--- config.mk ---
export PLATFORM = sky130hd
export DESIGN_NAME = roll_ctrl
export DESIGN_NICKNAME = d
export VERILOG_FILES = /design/src/rtl/roll_ctrl.sv
export SDC_FILE = /design/constraint.sdc
export NUM_CORES = 1
export LEC_CHECK = 0
export CORE_UTILIZATION = 50
export DETAILED_ROUTE_END_ITERATION = 8
export GPL_ROUTABILITY_DRIVEN = 0
export GPL_TIMING_DRIVEN = 0
export PLACE_DENSITY = 0.79
export SLEW_MARGIN = 0
export SYNTH_ARGS = -nofsm -noshare
export SYNTH_HDL_FRONTEND = slang
export SYNTH_SLANG_ARGS = --single-unit
--- constraint.sdc ---
create_clock -name clk -period 2.9 [get_ports clk]
set_clock_uncertainty 0.1 [all_clocks]
set_input_delay 0.29 -clock clk [delete_from_list [all_inputs] [get_ports clk]]
set_output_delay 0.29 -clock clk [all_outputs]
set_load 0.01 [all_outputs]
--- src/rtl/roll_ctrl.sv ---
// roll_ctrl -- dice-roll game controller.
// Sequences one roll per start request (IDLE -> ARM -> ROLL -> SHOW), captures
// the roller's settled value, and keeps the running total, roll count and
// the sticky error/timeout flags.
// Optional feature: define ROLL_HISTORY_EN to keep the last four results on
// the history port (newest in [2:0]); otherwise history reads as zero and no
// history registers are built.
module roll_ctrl #(
    parameter int unsigned TIMEOUT_CYCLES = 1000,
    parameter int unsigned MAX_ROLLS      = 10
) (
    input  logic        clk,
    input  logic        rst_n,
    input  logic        start,
    input  logic        clear,
    input  logic        choose,
    input  logic [2:0]  num,
    output logic        enable,
    output logic [2:0]  result,
    output logic        valid,
    output logic [7:0]  total,
    output logic [3:0]  count,
    output logic        busy,
    output logic        game_over,
    output logic        err,
    output logic        timeout,
    output logic [11:0] history
);

    typedef enum logic [1:0] {
        IDLE,
        ARM,
        ROLL,
        SHOW
    } state_t;

    // Last ROLL-cycle index (counter value) at which the roll is abandoned.
    localparam logic [15:0] CYC_LAST  = 16'(TIMEOUT_CYCLES - 1);
    localparam logic [3:0]  ROLLS_MAX = 4'(MAX_ROLLS);

    state_t      state;
    state_t      state_next;
    logic [15:0] cyc;
    logic        first_cycle;
    logic        num_legal;
    logic        take;
    logic        reject;
    logic        expire;
    logic [8:0]  sum_wide;
    logic [7:0]  total_sat;

    // Decode what the roller is telling us during the current ROLL cycle.
    always_comb begin
        first_cycle = (cyc == '0);
        num_legal   = (num != 3'd0) && (num != 3'd7);
        take        = (state == ROLL) && !first_cycle && choose && num_legal;
        reject      = (state == ROLL) && !first_cycle && choose && !num_legal;
        // A capture (or rejection) in the final allowed cycle beats the timeout.
        expire      = (state == ROLL) && (cyc == CYC_LAST) && !take && !reject;
        sum_wide    = {1'b0, total} + {6'b0, num};
        total_sat   = sum_wide[8] ? 8'hFF : sum_wide[7:0];
    end

    // State register.
    always_ff @(posedge clk) begin
        if (!rst_n) begin
            state <= IDLE;
        end else begin
            state <= state_next;
        end
    end

    // Next-state logic; clear overrides everything, including a pending start.
    always_comb begin
        state_next = state;
        if (clear) begin
            state_next = IDLE;
        end else begin
            case (state)
                IDLE: begin
                    if (start && !game_over) begin
                        state_next = ARM;
                    end
                end
                ARM:  state_next = ROLL;
                ROLL: begin
                    if (take) begin
                        state_next = SHOW;
                    end else if (reject || expire) begin
                        state_next = IDLE;
                    end
                end
                SHOW:    state_next = IDLE;
                default: state_next = IDLE;
            endcase
        end
    end

    // Registered enable/valid decoded from the next state so both are glitch-free.
    always_ff @(posedge clk) begin
        if (!rst_n) begin
            enable <= 1'b0;
            valid  <= 1'b0;
        end else begin
            enable <= (state_next == ROLL);
            valid  <= (state_next == SHOW);
        end
    end

    // ROLL cycle counter: zero outside ROLL, so it restarts on every entry.
    always_ff @(posedge clk) begin
        if (!rst_n) begin
            cyc <= '0;
        end else if ((state == ROLL) && (state_next == ROLL)) begin
            cyc <= cyc + 16'd1;
        end else begin
            cyc <= '0;
        end
    end

    // Accumulators and sticky flags.
    always_ff @(posedge clk) begin
        if (!rst_n) begin
            result  <= '0;
            total   <= '0;
            count   <= '0;
            err     <= 1'b0;
            timeout <= 1'b0;
        end else if (clear) begin
            result  <= '0;
            total   <= '0;
            count   <= '0;
            err     <= 1'b0;
            timeout <= 1'b0;
        end else begin
            if (take) begin
                result <= num;
                total  <= total_sat;
                count  <= count + 4'd1;
            end
            if (reject) begin
                err <= 1'b1;
            end
            if (expire) begin
                timeout <= 1'b1;
            end
        end
    end

`ifdef ROLL_HISTORY_EN
    logic [11:0] hist_q;

    // Shift register of the last four accepted results, newest at the bottom.
    always_ff @(posedge clk) begin
        if (!rst_n) begin
            hist_q <= '0;
        end else if (clear) begin
            hist_q <= '0;
        end else if (take) begin
            hist_q <= {hist_q[8:0], num};
        end
    end
`endif

    // Status outputs derived from state and count.
    always_comb begin
        busy      = (state != IDLE);
        game_over = (count == ROLLS_MAX);
`ifdef ROLL_HISTORY_EN
        history   = hist_q;
`else
        history   = '0;
`endif
    end

endmodule
==> results of run 1 <==
through the flow:
step / std cells / hold WS [ns] / total power (µW) / setup slack, ns / utilization
2_1_floorplan: 232 / 0.3260 / 556.8 / 0.7654 / -
3_3_place_gp: 306 / 0.3434 / 575.1 / 0.1850 / 0.6474
3_5_place_dp: 306 / 0.3498 / 576.1 / 0.1576 / 0.6474
4_1_cts: 314 / 0.3600 / 920.0 / 0.4486 / 0.6714
5_1_grt: 314 / 0.3857 / 952.1 / 0.3032 / 0.6714
6_report: 314 / 0.3573 / 910.3 / 0.4497 / 0.6714
critical path: cells and delay by family:
| kind | cells | cell delay [ns] |
|---|---|---|
| adder cells (fa/ha/maj) | 2 | 0.58 |
| AND/OR/NAND/NOR | 3 | 0.80 |
| AO/OA/AOI/OAI | 1 | 0.27 |
| buffers and inverters | 2 | 0.61 |
sequential cells by signal, summed over array words and instances, names as in the netlist:
name,cells
valid,1
total,8
state,2
result,3
enable,1
timeout,1
count,4
cyc,16
err,1
synthesized netlist by cell type:
| library cell | number |
|---|---|
| dfxtp_1 | 37 |
| nor2_1 | 34 |
| nand2_1 | 18 |
| buf_4 | 12 |
| inv_1 | 12 |
| a21oi_1 | 11 |
| nand3_1 | 10 |
| xor2_1 | 10 |
| ha_1 | 7 |
| o21ai_0 | 6 |
| xnor2_1 | 6 |
| a311oi_1 | 4 |
| nand2b_1 | 4 |
| nand4_1 | 4 |
| nor4_1 | 4 |
| or3_1 | 4 |
| buf_2 | 3 |
| nor3_1 | 3 |
| nor3b_1 | 3 |
| a211oi_1 | 2 |
| and2_1 | 2 |
| clkbuf_1 | 2 |
| nor2b_1 | 2 |
| or2_2 | 2 |
| or3b_2 | 2 |
| a21o_1 | 1 |
| a31o_2 | 1 |
| a31oi_1 | 1 |
| a32oi_1 | 1 |
| and2_2 | 1 |
| and3_1 | 1 |
| and4_4 | 1 |
| buf_1 | 1 |
| buf_6 | 1 |
| conb_1 | 1 |
| fa_1 | 1 |
| mux2_2 | 1 |
| mux2i_1 | 1 |
| nand3b_1 | 1 |
| nor3_2 | 1 |
| o21bai_1 | 1 |
| o41ai_1 | 1 |
per-layer routing:
| metal | wire, µm | global-route usage |
|---|---|---|
| met2 | 1804 | 0.3370 |
| met4 | 66 | 0.1017 |
| met1 | 1604 | 0.2377 |
| met3 | 175 | 0.05292 |
| met5 | 0 | 0 |
power groups by stage:
stage	Clock, µW	Sequential [µW]	Combinational, µW
final	345	510	54.8
after global routing	383	510	59.3
after CTS	356	510	54.4
after detailed placement	0	522	54.3
after global placement	0	522	53.4
after floorplan	0	522	35.0
area by class of cell:
| type | count | area, µm² | share of cell area |
|---|---|---|---|
| clock inverter | 2 | 10.01 | 0.004331 |
| inverter | 12 | 45.04 | 0.01949 |
| timing repair buffer | 28 | 280.3 | 0.1213 |
| tap | 46 | 57.56 | 0.02491 |
| multi-input combinational | 164 | 977.2 | 0.4228 |
| clock buffer | 6 | 72.57 | 0.03140 |
| sequential | 37 | 740.7 | 0.3205 |
| buffer | 19 | 127.6 | 0.05522 |
how the worst min path moves through the flow:
stage,startpoint,to,cells past startpoint
floorplan,num[1],result[1]$_SDFFE_PP0N_,2
CTS,result[1]$_SDFFE_PP0N_,result[1]$_SDFFE_PP0N_,2
global route,result[2]$_SDFFE_PP0N_,result[2]$_SDFFE_PP0N_,2
detailed placement,result[1]$_SDFFE_PP0N_,result[1]$_SDFFE_PP0N_,2
global placement,result[2]$_SDFFE_PP0N_,result[2]$_SDFFE_PP0N_,2
finish,result[1]$_SDFFE_PP0N_,result[1]$_SDFFE_PP0N_,2
kinds of logic after synthesis:
logic type	Yosys count	share of synthesized area
compound gates	29	0.09878
xor+xnor	16	0.07578
fa+ha+maj	8	0.05819
buf+inv	31	0.09337
flops	37	0.4005
mux	2	0.01150
other cells	1	0.002028
simple gates	97	0.2598
layout by cell type, fill, tap and decap left out, drive strengths merged, types with 7 or more instances in the layout:
cell,count
nand2,18
buf,17
nor2,34
inv,12
dfxtp,37
xor2,10
clkbuf,8
nand3,10
clkdlybuf4s50,28
a21oi,11
conb,12
ha,7
==> flow_summary.yaml, run 1 <==
sta:
  finalSetupViolations: 0
  slew_headroom: 0.5944
  slew_viol_final: 0
  clock.fmax_mhz: 408.1
  fin_crit_ns: 2.450
  tightest_slew_ns: 0.6037
  grt_setup_unrepaired: "no"
  hold_violations: 0
  min_period_over_period: 0.8449
  tns_ns: 0
clock_network:
  cts.clk_slew.worst_paths_ns: 0.07
  cts_buffers: 5
  cts_tree: "built"
  cts_hold_buf: 0
  root_buffer: "clkbuf_8"
  h-tree-depth: 2
  cts_setup_buffers: 0
  ctsResizeCount: 0
  cts.sinks: 37
  worstSkewPairLatency_ns: 0.29
  clockBufferDepth: 2
synth:
  synthCells: 221
  synth_area_leaders: "dfxtp_1 40%, nor2_1 6.9%, buf_4 4.9%, ha_1 4.7%, xor2_1 4.7%"
  synth-seq-cells: 37
  synth_top_area_frac: 0.4005
  synthesis.area_um2: 1849
  synth.avg_cell_area_um2: 8.368
  ys_seq_area_frac: 0.4005
  synth_top_area_cell: "dfxtp_1"
  ys_types: 42
  ys_warn_count: 0
worst_hold_path:
  hold_class: "flip-flop to flip-flop"
finish:
  fin_area_um2: 2311
  layout-drive-gt1-share: 0.1194
  fill_cells: 299
  num_antenna_cells: 0
  nNetsFinal: 283
  area_growth_syn_to_layout_pct: 24.97
worst_setup_path:
  crit_end: "total[1]$_SDFFE_PP0N_"
  end_kind: "flip-flop"
  crit_fanout: 5
  r2r_cells: 8
  crit_path_cell_trace: "clkdlybuf4s50_1 -> ha_1 -> inv_1 -> fa_1 -> nor2b_1 -> nor2_1 -> or3b_2 -> a311oi_1"
  path_class: "input pin to flip-flop"
  cp.arrival_ns: 2.55
  timing.rr.end: "count[1]$_SDFFE_PP0N_"
  cp_slowest_stage_delay_ns: 0.55
  setup.worst_path.start: "num[0]"
  startpoint_type: "input pin"
  r2r_start: "cyc[0]$_SDFF_PN0_"
  critPathSlowestCell: "clkdlybuf4s50_1"
  timing.reg2reg.setup_slack_ns: 0.63
  required_ns: 3.00
pwr:
  p_seq_frac: 0.560
  pwr-share-clk: 0.380
  p_per_area_nw_per_um2: 393.9
  p_leak_uw: 0.0008688
  cellInternalPower_uw: 703.6
  swShare: 0.2270
  power_frac_comb: 0.060
  netSwitchingPower_uw: 206.6
  vdd_drop_max_uv: 296.9
drt:
  antenna_left: 0
  detail_route.wl_per_cell_um: 11.62
  drt-total-wl_um: 3650
  post_drt_via_cell_ratio: 5.064
  first_pass_iters: 4
  via_count: 1590
  drt_iter0_markers: 74
  drc_errors: 0
global_routing:
  track_usage: 0.2022
  grt_overflow_total: 0
  grt_start_max_net_pins: 12
  antenna_found_initial: 0
  grt_pass1_wl_um: 6265
  grt_pass1_vias: 1453
die:
  die_w_um: 62.82
  rows: 21
  ios: 41
  die_h_um: 62.82
  die-area_um2: 3946
  start_util: 0.5373
  core_um2: 3442
placed_design:
  portBuffers: 28
  placedInstanceArea_um2: 2228
  dp_hpwl_um: 2704
outcome:
  status: "complete, no violations"
flow_run:
  maxCapViolCount: 0
(Power assumes the default switching activity.)
==> run 2, diff against run 1 <==
Settings changed: CORE_UTILIZATION 50 to 45, PLACE_DENSITY 0.79 to 0.75.
Clock period 2.9 ns to 2 ns, I/O delays scaled along.
==> run 2 against run 1 <==
  * The run now ends with negative setup slack left
  * Sequential cell count did not move
  * Final area rose by 9.7%
  * Core utilization fell by 0.37 points
  * Register-to-register slack got worse by 0.64 ns
  * Routed wire length rose by 11%
  * Global-route usage fell by 1.1 points
  * Via count rose by 1.8%
  * Critical path type is now flip-flop to flip-flop
  * Largest cell class unchanged
  * Highest routed layer unchanged
==> flow_summary.yaml, run 2 (synthesis gave the netlist of run 1 again) <==
outcome:
  status: "finished with violations"
  failed_checks: "negative setup slack"
clock_network:
  h-tree-depth: 2
  cts.clk_slew.worst_paths_ns: 0.08
  clockBufferDepth: 2
  root_buffer: "clkbuf_8"
  cts_buffers: 5
  cts.sinks: 37
  cts_hold_buf: 0
  cts_tree: "built"
  worstSkewPairLatency_ns: 0.29
drt:
  drt-total-wl_um: 4042
  first_pass_iters: 4
  drt_iter0_markers: 88
  drc_errors: 0
  detail_route.wl_per_cell_um: 12.51
  antenna_left: 0
  wl_met2_um: 1961
  via_count: 1618
  post_drt_via_cell_ratio: 5.009
  top_layer_used: "met4"
  wl_met1_um: 1855
  route.met3.wl_um: 170
worst_setup_path:
  cp.arrival_ns: 2.09
  end_kind: "flip-flop"
  required_ns: 2.09
  r2r_cells: 7
  crit_fanout: 3
  startpoint_type: "flip-flop"
  path_class: "flip-flop to flip-flop"
pwr:
  vdd_drop_max_uv: 477.5
  p_leak_uw: 0.0009841
  p_per_area_nw_per_um2: 624.8
placed_design:
  dp_hpwl_um: 2798
  dp.cells: 308
  portBuffers: 28
sta:
  tightest_slew_ns: 0.5665
  min_period_over_period: 1.003
  whs_ns: 0.3124
  slew_viol_final: 0
  fin_crit_ns: 2.007
  clock.fmax_mhz: 498.4
  hold_violations: 0
  grt_setup_unrepaired: "yes"
  worst_slack_ns: -0.006591
  finalSetupViolations: 1
  slew_headroom: 0.6194
die:
  die_h_um: 66.11
  core_um2: 3799
  start_util: 0.4868
  ios: 41
  die-area_um2: 4370
  die_w_um: 66.11
  rows: 22
global_routing:
  grt_pass1_wl_um: 6313
  track_usage: 0.1916
  antenna_found_initial: 0
  grt_start_max_net_pins: 13
  grt_overflow_total: 0
  grt_pass1_vias: 1451
finish:
  seqCellArea_um2: 744.5
  mostFrequentLayoutCells: "34 x dfxtp_1, 33 x nor2_1, 26 x clkdlybuf4s50_1, 22 x buf_4, 18 x nand2_1"
  fill_cells: 330
  largestRegisters: "cyc x16, total x8, count x4"
  regMostFlops: "cyc"
  mostFrequentLayoutCell: "dfxtp_1"
  area_growth_syn_to_layout_pct: 37.14
  nNetsFinal: 290
  largest_reg_flops: 16
  multi_input_area_um2: 1087
  finalNonFillerCells: 323
  num_antenna_cells: 0
  layout-drive-gt1-share: 0.2182
worst_hold_path:
  hold_class: "input pin to flip-flop"
  worstHoldPathCells: 3
flow_run:
  maxCapViolCount: 0
==> run 2: cell type report <==
cell class | count | area share
clock buffer | 5 | 0.02713
multi-input combinational | 164 | 0.4287
inverter | 12 | 0.01776
sequential | 37 | 0.2935
tap | 48 | 0.02368
clock inverter | 3 | 0.02565
buffer | 17 | 0.04736
timing repair buffer | 37 | 0.1362
==> run 2: through the flow <==
stage | worst slack, ns | util | area (µm²) | setup TNS [ns] | total power, µW
finish | -0.006591 | 0.6677 | 2536 | -0.006591 | 1585
global placement | -0.4637 | 0.5935 | 2255 | -6.082 | 835.1
CTS | -0.05842 | 0.6433 | 2444 | -0.06835 | 1604
global route | -0.08395 | 0.6677 | 2536 | -0.5401 | 1655
floorplan | -0.003837 | - | 1914 | -0.003837 | 807.6
detailed placement | -0.4583 | 0.5935 | 2255 | -6.133 | 836.4
==> run 2: critical path: stages (launching register included) <==
cell and delay [ns]:
dfxtp_2 0.36, ha_4 0.13, inv_2 0.04, fa_2 0.38, nor2b_4 0.16, nor2_4 0.07, or3b_4 0.40, a311oi_1 0.27
==> run 2: final timing paths <==
kind                     startpoint                     end  slack (ns)
max           total[0]$_SDFFE_PP0N_   total[1]$_SDFFE_PP0N_      -0.007
min                          num[1]  result[1]$_SDFFE_PP0N_        0.31
max reg2reg   total[0]$_SDFFE_PP0N_   total[1]$_SDFFE_PP0N_      -0.007
min reg2reg  result[1]$_SDFFE_PP0N_  result[1]$_SDFFE_PP0N_        0.36
==> run 2: what timing repair did <==
item / 4_1_cts / 5_1_grt
pin swaps: 2 / 8
gates resized for setup: 9 / 17
endpoints found under the setup margin: 23 / 21
buffers inserted: 4 / 5
==> run 2: routing by layer <==
layer  vias up  GRT usage
li1        830          -
met1       738     0.2331
met2        43     0.3227
met3         7    0.05345
met4         0    0.06383
met5         -          0
==> run 2: power breakdown <==
part / internal [µW] / total, µW / switching [µW]
registers: 738 / 739 / 1.41
logic: 41.0 / 82.8 / 41.7
clock network: 495 / 762 / 267
total: 1270 / 1580 / 310
